### config.mk
export PLATFORM = sky130hd
export DESIGN_NAME = hcsr04_scheduler_flat
export DESIGN_NICKNAME = d
export VERILOG_FILES = /design/src/rtl/hcsr04_scheduler_if.sv /design/src/rtl/hcsr04_scheduler.sv /design/src/flat_wrapper.sv
export SDC_FILE = /design/constraint.sdc
export NUM_CORES = 1
export LEC_CHECK = 0
export CAP_MARGIN = 20
export CORE_UTILIZATION = 41
export CTS_CLUSTER_SIZE = 14
export DETAILED_ROUTE_END_ITERATION = 16
export GPL_TIMING_DRIVEN = 0
export PLACE_DENSITY = 0.65
export SYNTH_ARGS = -nofsm -noshare
export SYNTH_HDL_FRONTEND = slang
export SYNTH_SLANG_ARGS = --single-unit
### constraint.sdc
create_clock -name clk -period 3.1 [get_ports clk]
set_input_delay 0.62 -clock clk [delete_from_list [all_inputs] [get_ports clk]]
set_output_delay 0.62 -clock clk [all_outputs]
set_load 0.02 [all_outputs]
### src/rtl/hcsr04_scheduler_if.sv
// Sensor-side and result-side signals of the HC-SR04 scheduler.
// The master modport belongs to whatever drives the sensor pins; the slave modport belongs to the scheduler.
interface hcsr04_scheduler_if #(
    parameter int unsigned N_SENS = 4
);
    logic              enable;
    logic [N_SENS-1:0] echo;
    logic [N_SENS-1:0] trigger;
    logic              meas_valid;
    logic [2:0]        meas_id;
    logic [15:0]       meas_us;
    logic              meas_timeout;
    logic              busy;

    modport master (
        output enable, echo,
        input  trigger, meas_valid, meas_id, meas_us, meas_timeout, busy
    );

    modport slave (
        input  enable, echo,
        output trigger, meas_valid, meas_id, meas_us, meas_timeout, busy
    );
endinterface

### src/rtl/hcsr04_scheduler.sv
// Round-robin HC-SR04 scheduler: fires one sensor at a time, times its echo in us,
// and then waits a guard interval before the next sensor so that echoes do not cross-talk.
module hcsr04_scheduler #(
    parameter int unsigned N_SENS      = 4,
    parameter int unsigned US_CYC      = 25,
    parameter int unsigned TRIG_US     = 10,
    parameter int unsigned RISE_TO_US  = 1000,
    parameter int unsigned ECHO_MAX_US = 25000,
    parameter int unsigned GUARD_US    = 10000
) (
    input  logic                 clk,
    input  logic                 rst,
    hcsr04_scheduler_if.slave    bus
);
    localparam int unsigned PW = (US_CYC > 1) ? $clog2(US_CYC) : 1;
    localparam int unsigned UW = 16;
    localparam int unsigned IW = 3;

    typedef enum logic [2:0] {IDLE, TRIG, WAIT_RISE, MEASURE, GUARD} state_t;

    state_t            state_q;
    logic [N_SENS-1:0] echo_m_q, echo_s_q, trigger_q;
    logic [PW-1:0]     pre_q;
    logic [UW-1:0]     us_q, meas_us_q;
    logic [IW-1:0]     idx_q, meas_id_q;
    logic              meas_valid_q, meas_timeout_q, busy_q;

    logic              tick;
    logic              echo_sel;
    logic [UW-1:0]     us_inc;
    logic [IW-1:0]     idx_nxt;
    logic [N_SENS-1:0] sel_mask;

    // Mask selection instead of echo_s_q[idx_q] so that the index width never has to match N_SENS
    assign tick     = (pre_q == PW'(US_CYC - 1));
    assign sel_mask = N_SENS'(1) << idx_q;
    assign echo_sel = |(echo_s_q & sel_mask);
    assign us_inc   = (tick && (us_q != '1)) ? us_q + UW'(1) : us_q;
    assign idx_nxt  = (idx_q == IW'(N_SENS - 1)) ? '0 : idx_q + IW'(1);

    always_ff @(posedge clk) begin
        if (rst) begin
            state_q        <= IDLE;
            echo_m_q       <= '0;
            echo_s_q       <= '0;
            trigger_q      <= '0;
            pre_q          <= '0;
            us_q           <= '0;
            idx_q          <= '0;
            meas_id_q      <= '0;
            meas_us_q      <= '0;
            meas_valid_q   <= 1'b0;
            meas_timeout_q <= 1'b0;
            busy_q         <= 1'b0;
        end else begin
            echo_m_q     <= bus.echo;
            echo_s_q     <= echo_m_q;
            meas_valid_q <= 1'b0;
            pre_q        <= tick ? '0 : pre_q + PW'(1);
            us_q         <= us_inc;

            // Every state transition below also restarts the prescaler and the us counter
            unique case (state_q)
                IDLE: begin
                    if (bus.enable) begin
                        state_q   <= TRIG;
                        trigger_q <= sel_mask;
                        busy_q    <= 1'b1;
                        pre_q     <= '0;
                        us_q      <= '0;
                    end
                end
                TRIG: begin
                    if (tick && (us_q == UW'(TRIG_US - 1))) begin
                        state_q   <= WAIT_RISE;
                        trigger_q <= '0;
                        pre_q     <= '0;
                        us_q      <= '0;
                    end
                end
                WAIT_RISE: begin
                    if (echo_sel) begin
                        state_q <= MEASURE;
                        pre_q   <= '0;
                        us_q    <= '0;
                    end else if (tick && (us_q == UW'(RISE_TO_US - 1))) begin
                        state_q        <= GUARD;
                        meas_valid_q   <= 1'b1;
                        meas_id_q      <= idx_q;
                        meas_us_q      <= '0;
                        meas_timeout_q <= 1'b1;
                        pre_q          <= '0;
                        us_q           <= '0;
                    end
                end
                MEASURE: begin
                    // The cycle in which the fall is seen still contributes its tick
                    if (!echo_sel) begin
                        state_q        <= GUARD;
                        meas_valid_q   <= 1'b1;
                        meas_id_q      <= idx_q;
                        meas_us_q      <= us_inc;
                        meas_timeout_q <= 1'b0;
                        pre_q          <= '0;
                        us_q           <= '0;
                    end else if (us_inc == UW'(ECHO_MAX_US)) begin
                        state_q        <= GUARD;
                        meas_valid_q   <= 1'b1;
                        meas_id_q      <= idx_q;
                        meas_us_q      <= '0;
                        meas_timeout_q <= 1'b1;
                        pre_q          <= '0;
                        us_q           <= '0;
                    end
                end
                GUARD: begin
                    if (tick && (us_q == UW'(GUARD_US - 1))) begin
                        idx_q <= idx_nxt;
                        pre_q <= '0;
                        us_q  <= '0;
                        if (bus.enable) begin
                            state_q   <= TRIG;
                            trigger_q <= N_SENS'(1) << idx_nxt;
                        end else begin
                            state_q <= IDLE;
                            busy_q  <= 1'b0;
                        end
                    end
                end
                default: begin
                    state_q   <= IDLE;
                    trigger_q <= '0;
                    busy_q    <= 1'b0;
                end
            endcase
        end
    end

    assign bus.trigger      = trigger_q;
    assign bus.meas_valid   = meas_valid_q;
    assign bus.meas_id      = meas_id_q;
    assign bus.meas_us      = meas_us_q;
    assign bus.meas_timeout = meas_timeout_q;
    assign bus.busy         = busy_q;
endmodule
### src/flat_wrapper.sv
// flat-port wrapper written by rule: the top's interface ports become plain ports
module hcsr04_scheduler_flat 
#(
    parameter int unsigned N_SENS      = 4,
    parameter int unsigned US_CYC      = 25,
    parameter int unsigned TRIG_US     = 10,
    parameter int unsigned RISE_TO_US  = 1000,
    parameter int unsigned ECHO_MAX_US = 25000,
    parameter int unsigned GUARD_US    = 10000
)
  (clk, rst, bus_enable, bus_echo, bus_trigger, bus_meas_valid, bus_meas_id, bus_meas_us, bus_meas_timeout, bus_busy);
  hcsr04_scheduler_if #(.N_SENS(N_SENS)) bus_i ();
  input  logic clk;
  input  logic rst;
  input wire logic [$bits(bus_i.enable)-1:0] bus_enable;
  input wire logic [$bits(bus_i.echo)-1:0] bus_echo;
  output wire logic [$bits(bus_i.trigger)-1:0] bus_trigger;
  output wire logic [$bits(bus_i.meas_valid)-1:0] bus_meas_valid;
  output wire logic [$bits(bus_i.meas_id)-1:0] bus_meas_id;
  output wire logic [$bits(bus_i.meas_us)-1:0] bus_meas_us;
  output wire logic [$bits(bus_i.meas_timeout)-1:0] bus_meas_timeout;
  output wire logic [$bits(bus_i.busy)-1:0] bus_busy;
  assign bus_i.enable = bus_enable;
  assign bus_i.echo = bus_echo;
  assign bus_trigger = bus_i.trigger;
  assign bus_meas_valid = bus_i.meas_valid;
  assign bus_meas_id = bus_i.meas_id;
  assign bus_meas_us = bus_i.meas_us;
  assign bus_meas_timeout = bus_i.meas_timeout;
  assign bus_busy = bus_i.busy;
  hcsr04_scheduler #(.N_SENS(N_SENS), .US_CYC(US_CYC), .TRIG_US(TRIG_US), .RISE_TO_US(RISE_TO_US), .ECHO_MAX_US(ECHO_MAX_US), .GUARD_US(GUARD_US)) u_core (.clk(clk), .rst(rst), .bus(bus_i));
endmodule
# Word-level counts from Yosys, hierarchy flattened
# Cells that the tools add are included.
# Widths: inputs -> output; s select.
[word_totals] register_bits=61 in_bits=7 output_inout_bits=26 wordCells=111
[op_classes] add_sub_neg=3 n_eq_ne=20 shift=2 muxes=57 bitwise_logic=3 n_reduce_logical=14
[ops] op="$mux 16" count=12
[ops] op="$pmux 16 s5" count=1
[ops] op="$mux 5" count=8
[ops] op="$mux 3" count=12
[ops] op="$pmux 16 s2" count=1
[ops] op="$pmux 5 s5" count=1
[ops] op="$add 16x1->16 const B" count=1
[ops] op="$eq 16x10->1 const B" count=1
[ops] op="$eq 16x14->1 const B" count=1
[ops] op="$eq 16x15->1 const B" count=1
[ops] op="$eq 16x4->1 const B" count=1
[ops] op="$mux 4" count=4
[ops] op="$ne 16x16->1 const B" count=1
[ops] op="$pmux 4 s4" count=1
[ops] op="$pmux 3 s5" count=1
[ops] op="$mux 1" count=12
[ops] op="$reduce_and 5->1" count=2
[ops] op="$eq 3x2->1 const B" count=3
[ops] op="$ne 2x2->1 const B" count=4
[ops] op="$reduce_and 4->1" count=2
[ops] op="$shl 1x3->4 const A" count=2
[ops] op="$ne 2x1->1 const B" count=3
[ops] op="$pmux 3 s2" count=1
[ops] op="$add 5x1->5 const B" count=1
[ops] op="other kinds (17)" count=22

# Depth between registers and ports, before layout
[depth] ltp_word=7 depth_mapped=11 depth_no_buf=9

# Worst setup path after synthesis
# Ideal clock, no wire load.
[synth_timing] path_kind="register to register" startpoint="reg u_core.us_q[0]" endpoint="reg u_core.us_q[5]" setup_time_ns=0.132 arrival_ns=2.705 required_time_ns=2.968 slack_ns=0.263 path_stages_with_launch=10 path_buffers=1 period_less_slack_ns=2.837 cell_sequence="dfxtp_1 > ha_1 > nand3_1 > o41ai_2 > mux2i_1 > o2111ai_1 > o31a_1 > a311oi_4 > buf_6 > nor3_1"
[synth_between] elab_chain_cells=7 elab_cells_between_ends=19 classes_between="add/sub: 1; eq/ne: 5; mux: 9; reduce/logical: 4"
[synth_rtl] item="start: declaration" line="hcsr04_scheduler.sv:24" rtl="logic [UW-1:0] us_q, meas_us_q;"
[synth_rtl] item="start signal: assignment" line="hcsr04_scheduler.sv:60" rtl="us_q <= us_inc;"
[synth_rtl] item="branches (longest 6 deep; another with $add 16x1->16)"
[synth_rtl] item="$pmux 16 s5 (*)" line="hcsr04_scheduler.sv:63" rtl="unique case (state_q)"
# Every way passes the cells marked *.
# A chain may end at the register's enable or synchronous reset.

# Worst setup path in the final report
[layout_timing] startpoint="reg u_core.us_q[1]" endpoint="reg u_core.pre_q[1]"
[layout_between] elab_chain_cells=7 elab_cells_between_ends=18 classes_between="add/sub: 1; eq/ne: 5; mux: 8; reduce/logical: 4"
[layout_rtl] item="branches (longest 6 deep; another with $add 16x1->16)"
[layout_rtl] item="$pmux 5 s5 (*)" line="hcsr04_scheduler.sv:63"
[layout_rtl] item="end signal: assignment" line="hcsr04_scheduler.sv:59" rtl="pre_q <= tick ? '0 : pre_q + PW'(1);"
[layout_rtl] item="end: declaration" line="hcsr04_scheduler.sv:23" rtl="logic [PW-1:0] pre_q;"
# Marked as above.

==> impl_metrics.csv <==
group,metric,value,unit
clocking,clk_transition_reported_paths,0.07,ns
sta,slew_viol_final,0,
yosys,synth_seq_cells,61,
power_and_ir_drop,leakage,0.001261,uW
job,maxCapViolCount,0,
placed_design,place_ws,-0.3563,ns
cells_and_area,seqCellArea,0.001222,sq mm
drt,wl_per_cell,14.82,um
worst_setup_path,cp.required,3.31,ns
clocking,numCtsBuffers,9,
floorplanning,pin_count,33,
worst_setup_path,cp_max_fo,6,
clocking,cts_tree,"done",
yosys,synth-xor-area-share,4.414,%
clocking,ctsRootBufferMaster,"clkbuf_8",
global_route,grt_pass1_wl,11.73,mm
cells_and_area,fin_nets,399,
floorplanning,die-area,0.007605,sq mm
sta,setup_ws,0.1772,ns
drt,antenna_left,0,
cells_and_area,multiInputGateArea,0.001680,sq mm
cells_and_area,fillCellCount,691,
cells_and_area,drive_gt1_share,11.08,%
placed_design,place_hpwl,5.058,mm
clocking,cts_max_level,3,
yosys,avgSynthCellArea,8.885,sq um
sta,setup_viol,0,
floorplanning,start_util,43.10,%
sta,fin_crit,2.923,ns
drt,vias,2661,
sta,rsz0062_at_grt,"yes",
clocking,clock_latency,0.35,ns
power_and_ir_drop,power.density,470.5,mW/mm^2
yosys,synth_ff_type,"dfxtp_1",
yosys,async_flop_share,0,%
sta,finalClockSkew,0.01087,ns
power_and_ir_drop,ir_drop,0.2826,mV
yosys,synth_area,0.002977,sq mm
placed_design,io_buffers,32,
cells_and_area,syn_to_final_growth,25.14,%
yosys,synth_enable_flop_cells,0,
power_and_ir_drop,total_power,1752,uW
sta,max_freq,342.1,MHz
worst_setup_path,critical_path.startpoint_type,"flip-flop",
yosys,synthAdderAreaFrac,3.699,%
clocking,clock_sinks,61,
yosys,synth_compound_gate_area_share,18.58,%
floorplanning,die_w,87.21,um
sta,slew_headroom,59.36,%
clocking,cts_buffer_depth,2,
yosys,ys_types,59,
drt,first_pass_iters,4,
sta,worst_slew_pin_slew,0.6074,ns
yosys,synth_top_area_cell,"dfxtp_1",
yosys,synthSimpleGateAreaFrac,25.73,%
outcome,status,"finished clean",
global_route,overflow,0,
worst_setup_path,crit_type,"reg2reg",
yosys,synthMuxAreaShare,2.018,%
drt,wl,7.173,mm
global_route,grt_pass1_vias,2427,
global_route,track_usage,20.34,%
yosys,ys_warn_count,0,
drt,drc,0,
global_route,grt_max_degree,11,
drt,drtIter0Drc,99,
floorplanning,core_area,0.006907,sq mm
floorplanning,rows,30,
floorplanning,die_h,87.21,um
clocking,cts_hold_buffers,0,
worst_setup_path,cp-end-kind,"flip-flop",
worst_setup_path,critPathArrivalTime,3.13,ns
worst_hold_path,holdCritPathClass,"reg2reg",
yosys,synth_area_leaders,"dfxtp_1, nor3_1, o2bb2ai_1, ha_1, nor2_1",
cells_and_area,diodes,0,
drt,vias_per_cell,5.498,
yosys,synth_nets,350,
placed_design,gp_congestion,0.9282,
yosys,synth_top_family_by_area,"simple AND/OR/NAND/NOR gates",
placed_design,place_area,0.003417,sq mm
sta,finalCritPeriodShare,94.29,%
sta,hold_viol,0,
yosys,ys_seq_area_share,41.03,%
cells_and_area,fin_util,53.93,%
global_route,antenna_found_initial,0,
yosys,synth_top_area_share,41.03,%
yosys,syn_inst,335,
cells_and_area,final_cell_area,0.003725,sq mm
-- kinds of logic after synthesis --
| group | Yosys count |
|---|---|
| XOR/XNOR | 15 |
| multiplexers | 6 |
| AO/OA/AOI/OAI | 72 |
| adder cells (fa/ha/maj) | 9 |
| AND/OR/NAND/NOR | 140 |
| flip-flops | 61 |
| buffers and inverters | 32 |
-- critical path, stage by stage (launching register included) --
cell and delay, ns:
dfxtp_1 0.41, ha_2 0.25, nand3_2 0.16, o41ai_4 0.40, mux2i_1 0.30, o2111ai_1 0.21, o31a_1 0.35, a311oi_4 0.42
buf_4 0.23, nor3b_1 0.06
-- synth_stat cells (2+ instances only) --
master	number
nor2b_1	11
a21oi_1	16
ha_1	8
nor3_1	29
inv_1	14
o2bb2ai_1	13
o21bai_1	2
nor3b_1	4
buf_2	6
o211ai_1	2
a22oi_1	3
xor2_1	9
o31ai_1	3
nand4b_1	2
and2_1	2
and4b_1	3
mux2i_1	6
o22ai_1	3
o21ai_0	5
a31oi_1	2
a211oi_1	2
nor4_1	8
a22o_1	2
nand3_1	16
xnor2_1	6
nor2_1	24
nand4_1	4
nand2_1	20
o32ai_1	2
dfxtp_1	61
a211o_1	2
and3_1	3
clkbuf_1	11
nand2b_1	6
-- layout by cell type (no fill, tap or decap), types with 3 or more instances in the layout --
cell and count:
dfxtp_1 60, clkdlybuf4s50_1 32, nor3_1 29, nor2_1 24, nand2_1 20, a21oi_1 16, nand3_1 15, inv_1 14
o2bb2ai_1 13, clkbuf_1 11, nor2b_1 11, clkbuf_8 11, xor2_1 9, nor4_1 7, ha_1 7, xnor2_1 6
mux2i_1 6, nand2b_1 6, buf_4 6, buf_2 5, o21ai_0 5, nand4_1 4, nor3b_1 4, and4b_1 3
and3_1 3, o31ai_1 3, o22ai_1 3, a22oi_1 3
-- metrics by stage --
step	instances	TNS, ns	hold WS [ns]
after global routing	484	-0.03522	0.4460
after floorplan	335	0	0.4138
after CTS	480	0	0.4393
after detailed placement	463	-6.576	0.4251
final	484	0	0.4391
after global placement	463	-6.153	0.4275
-- registers in the layout, summed over array words and instances (netlist names) --
name and count:
u_core.bus.busy 1, u_core.bus.meas_id 3, u_core.bus.meas_timeout 1, u_core.bus.meas_us 16
u_core.bus.meas_valid 1, u_core.bus.trigger 4, u_core.echo_m_q 4, u_core.echo_s_q 4
u_core.idx_q 3, u_core.pre_q 5, u_core.state_q 3, u_core.us_q 16
-- area by class of cell --
cell class | count | area share, %
multi-input cells | 242 | 45.11
flip-flops and latches | 61 | 32.82
repair buffers | 38 | 9.809
clock buffers | 11 | 4.064
well taps | 96 | 3.225
plain buffers | 18 | 2.284
inverters | 14 | 1.411
clock inverters | 4 | 1.276
-- layer usage --
layer	GRT usage, %	vias up	routed length (um)
li1	-	1327	-
met1	26.04	1253	3365
met2	32.86	66	3286
met3	4.834	15	343
met4	8.495	0	177
met5	0	-	0
-- power by group --
part	leakage (uW)	switching, uW	internal [uW]	total, uW
Clock	0.000101	316	408	723
Combinational	0.000665	127	88.0	215
Sequential	0.000495	11.7	803	815
-- worst paths after layout --
path | startpoint | depth (start not counted) | endpoint | slack [ns]
setup / recovery | u_core.us_q[1] | 9 | u_core.pre_q[1] | 0.18
hold / removal | u_core.echo_m_q[3] | 1 | u_core.echo_s_q[3] | 0.44
setup reg to reg | u_core.us_q[1] | 9 | u_core.pre_q[1] | 0.18
hold reg to reg | u_core.echo_m_q[3] | 1 | u_core.echo_s_q[3] | 0.44
-- what timing repair did --
action	in CTS	in global routing
gates resized for setup	3	9
pin swaps	2	4
cloned	0	0
setup buffers	2	4
endpoints found under the setup margin	32	41
No activity file was read; power rests on OpenSTA's default activity.
